<file path="src/rtl/lcd_scope_pkg.sv">
// Shared display-scope constants and the pixel arbiter state encoding.
// The top-level display wrapper imports the same constants.
package lcd_scope_pkg;

  localparam int LCD_W   = 240;
  localparam int LCD_H   = 320;
  localparam int X_W     = 8;
  localparam int Y_W     = 9;
  localparam int COLOR_W = 16;

  typedef enum logic [1:0] {
    IDLE = 2'd0,
    GNT0 = 2'd1,
    GNT1 = 2'd2
  } arb_state_t;

endpackage

</file>
<file path="src/rtl/lcd_pixel_arbiter.sv">
// Two-requester round-robin pixel arbiter in front of the LCD write port;
// bursts are capped at MAX_BURST beats while the other side waits, and off-screen pixels are clipped.
module lcd_pixel_arbiter #(
  parameter int LCD_W     = lcd_scope_pkg::LCD_W,
  parameter int LCD_H     = lcd_scope_pkg::LCD_H,
  parameter int MAX_BURST = 16
) (
  input  logic        clock,
  input  logic        rstApp,
  input  logic        req0,
  input  logic        req1,
  input  logic [7:0]  x0,
  input  logic [7:0]  x1,
  input  logic [8:0]  y0,
  input  logic [8:0]  y1,
  input  logic [15:0] data0,
  input  logic [15:0] data1,
  output logic        ack0,
  output logic        ack1,
  output logic [7:0]  xAddr,
  output logic [8:0]  yAddr,
  output logic [15:0] pixelData,
  output logic        pixelWrite,
  input  logic        pixelReady,
  output logic [1:0]  grant,
  output logic        busy
);

  import lcd_scope_pkg::*;

  localparam logic [7:0] BURST_LAST = 8'(MAX_BURST - 1);

  arb_state_t           state, state_nxt, other_state;
  logic                 rr, rr_nxt;
  logic [7:0]           bcnt, bcnt_nxt;
  logic                 cur_idx;
  logic                 sel_req, other_req;
  logic [X_W-1:0]       sel_x;
  logic [Y_W-1:0]       sel_y;
  logic [COLOR_W-1:0]   sel_data;
  logic                 inrange, beat_done;

  assign cur_idx     = (state == GNT1);
  assign other_state = (state == GNT0) ? GNT1 : GNT0;

  // NOTE: every signal written in an always_comb gets a default first, so no path can infer a latch.
  always_comb begin
    sel_req   = 1'b0;
    other_req = 1'b0;
    sel_x     = '0;
    sel_y     = '0;
    sel_data  = '0;
    unique case (state)
      GNT0: begin
        sel_req   = req0;
        other_req = req1;
        sel_x     = x0;
        sel_y     = y0;
        sel_data  = data0;
      end
      GNT1: begin
        sel_req   = req1;
        other_req = req0;
        sel_x     = x1;
        sel_y     = y1;
        sel_data  = data1;
      end
      default: ;
    endcase
  end

  // Off-screen beats complete without touching the display, so they never wait on pixelReady.
  assign inrange    = (int'(sel_x) < LCD_W) && (int'(sel_y) < LCD_H);
  assign pixelWrite = sel_req && inrange;
  assign beat_done  = sel_req && (!inrange || pixelReady);

  assign ack0      = beat_done && (state == GNT0);
  assign ack1      = beat_done && (state == GNT1);
  assign xAddr     = sel_x;
  assign yAddr     = sel_y;
  assign pixelData = sel_data;
  assign grant     = {state == GNT1, state == GNT0};
  assign busy      = (state != IDLE);

  always_comb begin
    state_nxt = state;
    rr_nxt    = rr;
    bcnt_nxt  = bcnt;
    unique case (state)
      IDLE: begin
        bcnt_nxt = '0;
        if (req0 && req1) state_nxt = rr ? GNT1 : GNT0;
        else if (req0)    state_nxt = GNT0;
        else if (req1)    state_nxt = GNT1;
      end
      GNT0, GNT1: begin
        if (!sel_req) begin
          rr_nxt    = ~cur_idx;
          bcnt_nxt  = '0;
          state_nxt = other_req ? other_state : IDLE;
        end else if (beat_done) begin
          if (bcnt == BURST_LAST) begin
            // Burst exhausted: hand straight over if the other side waits, else restart the count.
            bcnt_nxt = '0;
            if (other_req) begin
              state_nxt = other_state;
              rr_nxt    = cur_idx;
            end
          end else begin
            bcnt_nxt = bcnt + 8'd1;
          end
        end
      end
      default: state_nxt = IDLE;
    endcase
  end

  // NOTE: state registers use non-blocking assignments so every flop samples pre-edge values.
  always_ff @(posedge clock or posedge rstApp) begin
    if (rstApp) begin
      state <= IDLE;
      rr    <= 1'b0;
      bcnt  <= '0;
    end else begin
      state <= state_nxt;
      rr    <= rr_nxt;
      bcnt  <= bcnt_nxt;
    end
  end

endmodule

</file>
<file path="config.mk">
export PLATFORM = sky130hd
export DESIGN_NAME = lcd_pixel_arbiter
export DESIGN_NICKNAME = d
export VERILOG_FILES = /design/src/rtl/lcd_scope_pkg.sv /design/src/rtl/lcd_pixel_arbiter.sv
export SDC_FILE = /design/constraint.sdc
export NUM_CORES = 1
export LEC_CHECK = 0
export CELL_PAD_IN_SITES_DETAIL_PLACEMENT = 1
export CELL_PAD_IN_SITES_GLOBAL_PLACEMENT = 1
export CORE_AREA = 2 2 98 71
export DETAILED_ROUTE_END_ITERATION = 16
export DIE_AREA = 0 0 100 73
export GPL_ROUTABILITY_DRIVEN = 0
export PLACE_DENSITY_LB_ADDON = 0.12
export SLEW_MARGIN = 0
export SYNTH_ARGS = -nofsm -noshare
export SYNTH_HDL_FRONTEND = slang
export SYNTH_SLANG_ARGS = --single-unit
</file>
<file path="constraint.sdc">
create_clock -name clock -period 2.9 [get_ports clock]
set_input_delay 0.87 -clock clock [delete_from_list [all_inputs] [get_ports clock]]
set_output_delay 0.87 -clock clock [all_outputs]
set_load 0.01 [all_outputs]
</file>
**Yosys cells after proc, flatten, opt, wreduce, memory -nomap -nowiden**

Index checks and enable logic that the tools add are counted.

- Mux-type cells: 24
- Eq/ne operators: 10
- Reductions and logical operators: 15
- Bitwise gates (word level): 1
- Order comparisons: 2
- Add/sub/neg operators: 1

Operators by type and width:

| cell | count |
|---|---|
| $pmux 16 s2 | 1 |
| $pmux 8 s2 | 2 |
| $mux 8 | 3 |
| $mux 2 | 10 |
| $pmux 9 s2 | 1 |
| $lt 9x9->1 const B | 1 |
| $ne 3x3->1 const B | 3 |
| $add 8x1->8 const B | 1 |
| $eq 8x4->1 const B | 1 |
| $lt 8x8->1 const B | 1 |
| $reduce_and 4->1 | 2 |
| $logic_and 1x1->1 | 6 |
| $ne 2x1->1 const B | 3 |
| $mux 1 | 4 |
| $ne 4x4->1 const B | 1 |
| $pmux 1 s2 | 2 |
| $pmux 2 s2 | 1 |
| $reduce_bool 2->1 | 2 |
| $eq 2x1->1 const B | 1 |
| $eq 2x2->1 const B | 1 |
| $logic_not 2->1 | 1 |
| $reduce_and 2->1 | 1 |
| $reduce_or 2->1 | 1 |
| $logic_not 1->1 | 1 |
| other kinds (2) | 2 |

- Flip-flop bits (word level): 11
- Output and inout port bits: 39

**Depth between registers and ports, before layout**

Gate-level depths: netlist of the first run.

- Depth in word-level cells: 10
- Gate-level depth with buffers: 10

**Worst setup path before layout of the first run**

OpenSTA, ideal clock, no wires.

- Kind: reg-to-output
- Start: register state[0]
- End: output port ack1
- Required time: 2.030 ns
- Buffers on the path: 2
- Data arrival time: 1.690 ns
- Setup slack: 0.340 ns
- Cell stages (with the launch flop): 9
- Path through: dfrtp_1 -> inv_1 -> ha_1 -> buf_4 -> inv_2 -> buf_4 -> nor3_2 -> a211oi_1 -> nor3b_1

- Word-level cells in the longest chain between the ends: 8

Ends and longest elaborated chain:

| element | RTL line | text |
|---|---|---|
| from (decl) | lcd_pixel_arbiter.sv:33 | `arb_state_t state, state_nxt, other_state;` |
| from (signal assigned) | lcd_pixel_arbiter.sv:125 | `state <= state_nxt;` |
| $eq 2x2->1 or $eq 2x1->1 (tied branches) | lcd_pixel_arbiter.sv:53, lcd_pixel_arbiter.sv:78 |  |
| $pmux 9 s2 or $pmux 8 s2 (tied branches) | lcd_pixel_arbiter.sv:53 | `unique case (state)` |
| $lt 9x9->1 or $lt 8x8->1 (tied branches) | lcd_pixel_arbiter.sv:73 | `assign inrange = (int'(sel_x) < LCD_W) && (int'(sel_y) < LCD_H);` |
| $logic_and 1x1->1 | lcd_pixel_arbiter.sv:73 |  |
| $logic_not 1->1 | lcd_pixel_arbiter.sv:75 | `assign beat_done = sel_req && (!inrange \|\| pixelReady);` |
| $logic_or 1x1->1 | lcd_pixel_arbiter.sv:75 |  |
| $logic_and 1x1->1 | lcd_pixel_arbiter.sv:75 |  |
| $logic_and 1x1->1 * | lcd_pixel_arbiter.sv:78 | `assign ack1 = beat_done && (state == GNT1);` |
| to (decl) | lcd_pixel_arbiter.sv:19 | `output logic ack1,` |

Mark *: on every way between the ends. The rest lies on a longest branch, timed or not.

**Worst setup path after layout of the first run**

- Start: register state[1]
- End: output port pixelData[4]

- Word-level cells in the longest chain between the ends: 2

Ends and longest elaborated chain:

| element | RTL line | text |
|---|---|---|
| $eq 2x2->1 or $eq 2x1->1 (tied branches) | lcd_pixel_arbiter.sv:53 |  |
| $pmux 16 s2 * | lcd_pixel_arbiter.sv:53 |  |
| to (decl) | lcd_pixel_arbiter.sv:22 | `output logic [15:0] pixelData,` |

Marks and branches as above.

==> results of run 1 <==
power by group:
part / switching (mW) / internal, mW / leakage (nW)
logic: 0.722 / 0.803 / 1.00
registers: 0.0251 / 0.181 / 0.149
clock network: 0.0645 / 0.0969 / 0.0228
state kept, by name (all words and copies together) (netlist names):
| name | count |
|---|---|
| state | 2 |
| bcnt | 8 |
| rr | 1 |
worst paths after layout:
kind,start,to,slack (ns),cells past startpoint
setup / recovery,state[1],pixelData[4],0.04,7
hold / removal,rr,rr,0.53,2
setup reg to reg,state[0],state[1],0.47,10
hold reg to reg,rr,rr,0.53,2
max in group asynchronous,rstApp,bcnt[6],1.62,2
min in group asynchronous,rstApp,bcnt[5],0.95,2
worst max-delay path, stage by stage (launching register included):
cell and delay [ns]:
dfrtp_1 0.41, inv_2 0.11, ha_4 0.21, buf_4 0.15, and2_2 0.20, buf_12 0.16, a22o_1 0.22, dlygate4sd2_1 0.28
per-layer routing:
layer	vias up	GRT usage, %
li1	864	-
met1	824	19.63
met2	74	28.90
met3	2	6.609
met4	0	1.826
met5	-	0
layout make-up:
cell class,instances,share of cell area [%]
tap,81,3.790
inverter,7,0.9827
timing repair buffer,140,48.57
sequential,11,10.29
multi-input combinational,124,34.67
clock buffer,4,1.685
cells by family after synthesis:
family	Yosys count	synth area share [%]
buf+inv	22	8.586
fa+ha+maj	5	5.051
flops	11	22.22
mux	2	1.717
compound gates	65	40.20
simple gates	52	22.23
through the flow:
| step | utilization, % | instances | total power, mW | hold WS (ns) |
|---|---|---|---|---|
| after floorplan | - | 157 | 0.9205 | 0.4798 |
| after global placement | 39.75 | 360 | 1.727 | 0.5162 |
| after detailed placement | 39.75 | 360 | 1.732 | 0.5257 |
| after CTS | 40.58 | 365 | 1.872 | 0.5368 |
| after global routing | 41.10 | 367 | 2.048 | 0.5739 |
| final | 41.10 | 367 | 1.892 | 0.5311 |
layout by cell type (no fill, tap or decap), types with 4 or more instances in the layout:
cell / netlist / layout
nor3_1: 6 / 5
o21ai_0: 8 / 8
dlygate4sd2_1: 0 / 22
inv_1: 6 / 4
a22o_1: 26 / 26
o31ai_1: 6 / 6
dfrtp_1: 11 / 11
a22oi_2: 0 / 5
clkdlybuf4s50_1: 0 / 64
nor2_1: 15 / 15
nand3_1: 7 / 7
buf_4: 5 / 28
nand2_1: 5 / 5
clkdlybuf4s15_1: 0 / 15
timing repair:
action                                  in CTS  in global routing
gates cloned                                 0                  0
buffers inserted                             1                  2
pin swaps                                   12                  1
gates resized for setup                     70                 25
endpoints found under the setup margin      36                 28
==> impl_metrics.toml, run 1 <==
[power]
power.density_mw_per_mm2 = 707.6
vdd_drop_max_mv = 0.1877
power_leakage_nw = 1.174

[logic_synthesis]
synth-main-ff-cell = "dfrtp_1"
async_flop_share_pct = 100.0
ys_seq_elements = 11
synthDistinctLibCells = 43
synth_warnings = 0
synth_top_cell_area_share_pct = 22.22
synthesis.area_mm2 = 0.001239
synth_common_cells = "a22o_1, nor2_1, dfrtp_1, a22oi_1, o21ai_0"
synth_area_leader_cell = "dfrtp_1"
synth-edff-count = 0
postSynthAreaPerCell_um2 = 7.890
synth.net_count = 233
yosysSeqAreaShare_pct = 22.22
netlist_top_cells_area = "dfrtp_1, a22o_1, ha_1"
synthCells = 157
synth_most_common_cell = "a22o_1"

[route]
top_layer = "met4"
met2_length_um = 2759
routed_wirelength_um = 5907
drc = 0
drt-initial-drc-count = 68
dr_wl_met3_um = 565
wl_per_cell_um = 16.10
num_vias = 1764
first_pass_iters = 4
met1_length_um = 2559
drt-vias-per-instance = 4.807
ant_nets = 0

[final_layout]
fin_area_mm2 = 0.002674
fin_nets = 363
area_growth_pct = 115.9
seq_area_um2 = 275.3
diodes = 0
drive_above_1_share_pct = 22.03
multi_input_area_um2 = 927.1
n_fill_cell = 770

[sta]
skew_ns = 0.006908
tns_ns = 0
max_freq_ghz = 0.3502
hold_viol = 0
rsz0062_at_grt = "true"
slew_viol_final = 0
tightest_slew_ns = 0.4796
fin_ws_ns = 0.04487
fin_crit_ns = 2.855
max_slew_margin_pct = 67.99
setup_viol = 0
finalCritPeriodShare_pct = 98.45

[grt]
grt_max_degree = 23
grt_pass1_vias = 1844
grt_antenna_before_repair = 0
grt_remaining_overflow = 0
grt_use_total_pct = 16.42
grt_first_pass_wirelength_um = 9342

[setup_path]
crit_type = "register to primary output"
setup.worst_path.end_class = "primary output"
setup.worst_path.start_class = "register"
cp.arrival_ns = 1.99
crit_required_ns = 2.03
crit_path_max_fanout = 20

[die]
die_w_um = 100
core_area_mm2 = 0.006506
pin_count = 110
die-height_um = 73
dieArea_mm2 = 0.007300
std_cell_rows = 25
start_util_pct = 19.04

[clocking]
htree_levels = 1
cts_tree = "built"
cts_hold_buf = 0
clk_latency_ns = 0.24
cts_buffers = 3
ctsRootBufferMaster = "clkbuf_8"
cts.path.max_buffers = 2
clock_sinks = 11
clkTransAtPathRegs_ns = 0.06

[placed_design]
port_buffers = 109
place_hpwl_um = 4851
dp_slack_ns = -0.6365
place_area_mm2 = 0.002586

[hold_path]
min_path_type = "register to register"

[flow_run]
max_cap_viol_count = 0

[run_status]
status = "finished, final reports clean"
Note: power is estimated with default switching activity, not from simulation.
==> inputs of run 2 (changes only) <==
--- a/config.mk
+++ b/config.mk
@@ -12,7 +12,8 @@
 export DIE_AREA = 0 0 100 73
 export GPL_ROUTABILITY_DRIVEN = 0
 export PLACE_DENSITY_LB_ADDON = 0.12
-export SLEW_MARGIN = 0
+export REMOVE_ABC_BUFFERS = 1
+export SLEW_MARGIN = 20
 export SYNTH_ARGS = -nofsm -noshare
 export SYNTH_HDL_FRONTEND = slang
 export SYNTH_SLANG_ARGS = --single-unit
==> run 2 against run 1 <==
Against the previous run: global-route usage is 0.44 points lower; routed wire length rose by 0.25%; worst hold slack better by 0.014 ns; sequential power is essentially flat; flip-flop and latch count did not move; non-clock buffer count rose by 4; setup slack gained 0.015 ns; count of clock-buffer cells in the layout is the same; critical path depth unchanged; power is 0.71% lower; via count rose by 0.17%.
==> impl_metrics.toml, run 2 (synthesis gave the netlist of run 1 again) <==
[final_layout]
drive_above_1_share_pct = 22.07
area_growth_pct = 121.5
largestRegisters = "bcnt: 8 flops, state: 2 flops, rr: 1 flops"
largest-register = "bcnt"
n_fill_cell = 764
multi_input_area_um2 = 957.2
largest_register_ffs = 8
diodes = 0
seq_area_um2 = 275.3
stdcell_count = 371
most-common-layout-cells = "clkdlybuf4s50_1, dlygate4sd2_1, buf_4"
final_common_cell = "clkdlybuf4s50_1"
fin_util_pct = 42.17
fin_nets = 367

[power]
vdd_drop_max_mv = 0.2503
power.density_mw_per_mm2 = 684.7
power_leakage_nw = 1.345

[setup_path]
crit_required_ns = 2.03
setup.worst_path.start_class = "input port"
r2r_start = "state[0]"
startpoint = "y1[6]"
cp.arrival_ns = 1.97
setup.worst_path.end_class = "primary output"
path_cells = "dlygate4sd2_1, o21ai_2, a211oi_2, buf_4, buf_4, a211oi_2, buf_2"
max_stage_delay_ns = 0.26
crit_type = "input port to primary output"
crit_path_max_fanout = 2
crit_slowest_cell = "dlygate4sd2_1"

[sta]
tns_ns = 0
skew_ns = 0.004034
hold_viol = 0
fin_crit_ns = 2.840
slew_viol_final = 0
max_slew_margin_pct = 70.16
rsz0062_at_grt = "true"
max_freq_ghz = 0.3521
setup_viol = 0
finalCritPeriodShare_pct = 97.93
tightest_slew_ns = 0.4471

[grt]
grt_max_degree = 29
grt_remaining_overflow = 0
grt_pass1_vias = 1737
grt_first_pass_wirelength_um = 9218
grt_use_total_pct = 15.98
grt_antenna_before_repair = 0

[route]
ant_nets = 0
met1_length_um = 2962
routed_wirelength_um = 5922
drc = 0
dr_wl_met3_um = 412
num_vias = 1767
first_pass_iters = 4
top_layer = "met4"
wl_per_cell_um = 15.96
met2_length_um = 2522
drt-vias-per-instance = 4.763
drt-initial-drc-count = 42

[flow_run]
max_cap_viol_count = 0

[clocking]
clkTransAtPathRegs_ns = 0.05
clk_latency_ns = 0.24
htree_levels = 1
ctsRootBufferMaster = "clkbuf_8"
cts_buffers = 3
cts_tree = "built"
clock_sinks = 11
cts.path.max_buffers = 2

[die]
core_area_mm2 = 0.006506
pin_count = 110
std_cell_rows = 25
die-height_um = 73
die_w_um = 100
start_util_pct = 19.04
dieArea_mm2 = 0.007300

[run_status]
status = "finished, final reports clean"

[placed_design]
place_hpwl_um = 4672
port_buffers = 109
placed_cells = 362

[hold_path]
hold_path.startpoint = "rr"
min_path_type = "register to register"
-- run 2: layout make-up --
cell class / count / share of cell area [%]
Inverter: 7 / 0.9576
Clock buffer: 4 / 1.642
Sequential cell: 11 / 10.03
Multi-Input combinational cell: 124 / 34.88
Tap cell: 81 / 3.694
Timing Repair Buffer: 144 / 48.79
-- run 2: per-stage QoR --
stage | power (mW) | setup WS, ns | area (um^2) | hold slack [ns]
after floorplan | 0.8422 | 0.2369 | 1159 | 0.4809
after global placement | 1.708 | -0.5640 | 2601 | 0.5203
after detailed placement | 1.711 | -0.5958 | 2601 | 0.5376
after CTS | 1.854 | 0.002596 | 2674 | 0.5460
after global routing | 2.022 | -0.01409 | 2744 | 0.5858
final | 1.879 | 0.06001 | 2744 | 0.5448
-- run 2: path summary, 6_finish.rpt --
check / end / slack, ns / cells past startpoint
max in group asynchronous: bcnt[4] / 1.66 / 2
min in group asynchronous: bcnt[6] / 0.94 / 2
worst min register to register: rr / 0.54 / 2
worst min-delay path: rr / 0.54 / 2
worst max register to register: state[1] / 0.43 / 11
worst max-delay path: pixelWrite / 0.06 / 7
-- run 2: what timing repair did --
action,in CTS,in global routing
hold buffers,0,0
setup endpoints to repair,36,11
setup buffers,3,2
pin swaps,12,8
hold endpoints to repair,0,0
resized for setup,67,18
-- run 2: worst max-delay path: cells and delay by family --
kind | cells | cell delay (ns)
buf+inv | 4 | 0.70
compound gates | 3 | 0.39
-- run 2: layer usage --
metal | up-vias | GRT usage (%)
li1 | 871 | -
met3 | 2 | 3.448
met5 | - | 0
met1 | 833 | 22.72
met4 | 0 | 2.283
met2 | 61 | 25.53
-- run 2: where the power goes --
part           leakage [nW]  internal, mW  switching (mW)
Combinational          1.17         0.801           0.721
Sequential            0.149         0.181          0.0218
Clock                0.0228        0.0965          0.0570
Total                  1.34          1.08           0.800
==> inputs of run 3 (changes only) <==
==> constraint.sdc (replaced) <==
create_clock -name clock -period 2.66 [get_ports clock]
set_input_delay 0.798 -clock clock [delete_from_list [all_inputs] [get_ports clock]]
set_output_delay 0.798 -clock clock [all_outputs]
set_load 0.01 [all_outputs]
==> run 3 against run 2 <==
Against the previous run: the run now ends with setup timing left; clock power grew 11%; power grew 23%; critical path depth grew 1; clock skew grew 0.0011 ns; non-clock buffer count grew 12; sequential power grew 13%; first-iteration DRC count shrank 2.4%; register-to-register slack lost 0.27 ns; routed wire length grew 11%; flip-flop and latch count is the same; critical path type is now register to primary output.
==> impl_metrics.toml, run 3 (synthesis gave the netlist of run 1 again) <==
[run_status]
status = "complete, but fails checks"
violations = "setup timing"

[die]
std_cell_rows = 25
dieArea_mm2 = 0.007300
pin_count = 110
start_util_pct = 19.04
core_area_mm2 = 0.006506
die_w_um = 100
die-height_um = 73

[sta]
fin_ws_ns = -0.07524
slew_viol_final = 0
rsz0062_at_grt = "true"
skew_ns = 0.005097
fin_crit_ns = 2.735
max_freq_ghz = 0.3656
max_slew_margin_pct = 70.42
hold_viol = 0
setup_viol = 15
tightest_slew_ns = 0.4433
tns_ns = -0.2838
finalCritPeriodShare_pct = 102.8

[placed_design]
placed_cells = 365
port_buffers = 109
place_hpwl_um = 4783

[setup_path]
setup.worst_path.start_class = "register"
crit_path_max_fanout = 5
crit_required_ns = 1.86
path_cells = "inv_2, buf_4, ha_4, inv_2, a211oi_2, a211oi_2, nor3b_2, buf_2"
startpoint = "state[0]"
r2r_slack_ns = 0.16
reg2reg_depth = 12
crit_type = "register to primary output"
r2r_start = "state[1]"
setup.worst_path.end_class = "primary output"
cp.arrival_ns = 1.94
crit_slowest_cell = "dfrtp_1"
max_stage_delay_ns = 0.37
regToRegEndpoint = "bcnt[5]"

[grt]
grt_first_pass_wirelength_um = 10230
grt_remaining_overflow = 0
grt_pass1_vias = 1883
grt_antenna_before_repair = 0
grt_use_total_pct = 17.74
grt_max_degree = 14

[route]
num_vias = 1861
drt-initial-drc-count = 41
ant_nets = 0
drc = 0
wl_per_cell_um = 17.22
first_pass_iters = 4
drt-vias-per-instance = 4.859
routed_wirelength_um = 6596

[final_layout]
drive_above_1_share_pct = 35.76
largest-register = "bcnt"
largest_register_ffs = 8
most-common-layout-cells = "clkdlybuf4s50_1, buf_4, a22o_1, buf_2, dlygate4sd2_1"
area_growth_pct = 127.6
largestRegisters = "bcnt: 8 flops, state: 2 flops, rr: 1 flops"
n_fill_cell = 774
final_common_cell = "clkdlybuf4s50_1"
stdcell_count = 383
diodes = 0
multi_input_area_um2 = 973.4
fin_nets = 379
seq_area_um2 = 275.3

[clocking]
cts.path.max_buffers = 2
cts_hold_buf = 0
clk_latency_ns = 0.24
clkTransAtPathRegs_ns = 0.05
cts_buffers = 3
htree_levels = 1
ctsRootBufferMaster = "clkbuf_8"
clock_sinks = 11
cts_tree = "built"

[power]
power.density_mw_per_mm2 = 818.5
vdd_drop_max_mv = 0.2257
power_leakage_nw = 1.299

[hold_path]
hold_path.startpoint = "rr"
min_path_type = "register to register"
hold_path_end = "rr"
holdPathStages = 2

[flow_run]
max_cap_viol_count = 0
-- run 3: changes by cell type in the layout (fill, tap and decap cells not counted), sizes merged --
cell | before | now
dlymetal6s2s | 7 | 0
dlygate4sd2 | 37 | 19
buf | 38 | 74
clkbuf | 4 | 9
clkdlybuf4s15 | 4 | 0
-- run 3: worst max path at each step --
stage	to	slack, ns
after floorplan	pixelData[0]	0.07
after global placement	ack1	-0.66
after detailed placement	ack1	-0.75
after CTS	ack0	-0.05
after global routing	ack0	-0.17
final	ack1	-0.08
-- run 3: area by class of cell --
| cell class | instances | area share (%) |
|---|---|---|
| inverters | 7 | 0.9321 |
| repair buffers | 156 | 49.58 |
| well taps | 81 | 3.595 |
| multi-input cells | 124 | 34.53 |
| clock buffers | 4 | 1.598 |
| flip-flops and latches | 11 | 9.765 |
-- run 3: metal layers --
layer,GRT usage [%],vias to the layer above,share of wire [%]
met4,2.740,0,0.91
met2,30.03,64,46
met1,23.86,890,47
met3,3.831,8,6.6
li1,-,899,-
met5,0,-,0
-- run 3: power breakdown --
group	total [mW]	leakage [nW]	internal (mW)	switching, mW
sequential	0.229	0.149	0.198	0.0314
clock	0.170	0.0228	0.105	0.0648
combinational	1.91	1.13	1.04	0.872
total	2.31	1.30	1.34	0.968
-- run 3: through the flow --
step	total power, mW	utilization, %	setup WS (ns)	hold slack (ns)	instance area (um^2)
after floorplan	0.9182	-	0.06889	0.4809	1159
after global placement	1.894	40.33	-0.6556	0.5314	2624
after detailed placement	1.899	40.33	-0.7524	0.5392	2624
after CTS	2.196	41.96	-0.05385	0.5522	2730
after global routing	2.472	43.33	-0.1653	0.5804	2819
final	2.307	43.33	-0.07524	0.5587	2819
-- run 3: worst max-delay path: cells and delay by family, from the launching register on --
family	cells	cell delay, ns
compound gates	2	0.46
fa+ha+maj	1	0.26
buf+inv	4	0.42
flops	1	0.37
simple gates	1	0.19
-- run 3: what timing repair did --
| action | 4_1_cts | 5_1_grt |
|---|---|---|
| gates cloned | 2 | 2 |
| buffers inserted | 9 | 2 |
| pin swaps | 12 | 11 |
| hold endpoints to repair | 0 | 0 |
| setup endpoints to repair | 36 | 42 |
| gates resized for setup | 168 | 14 |
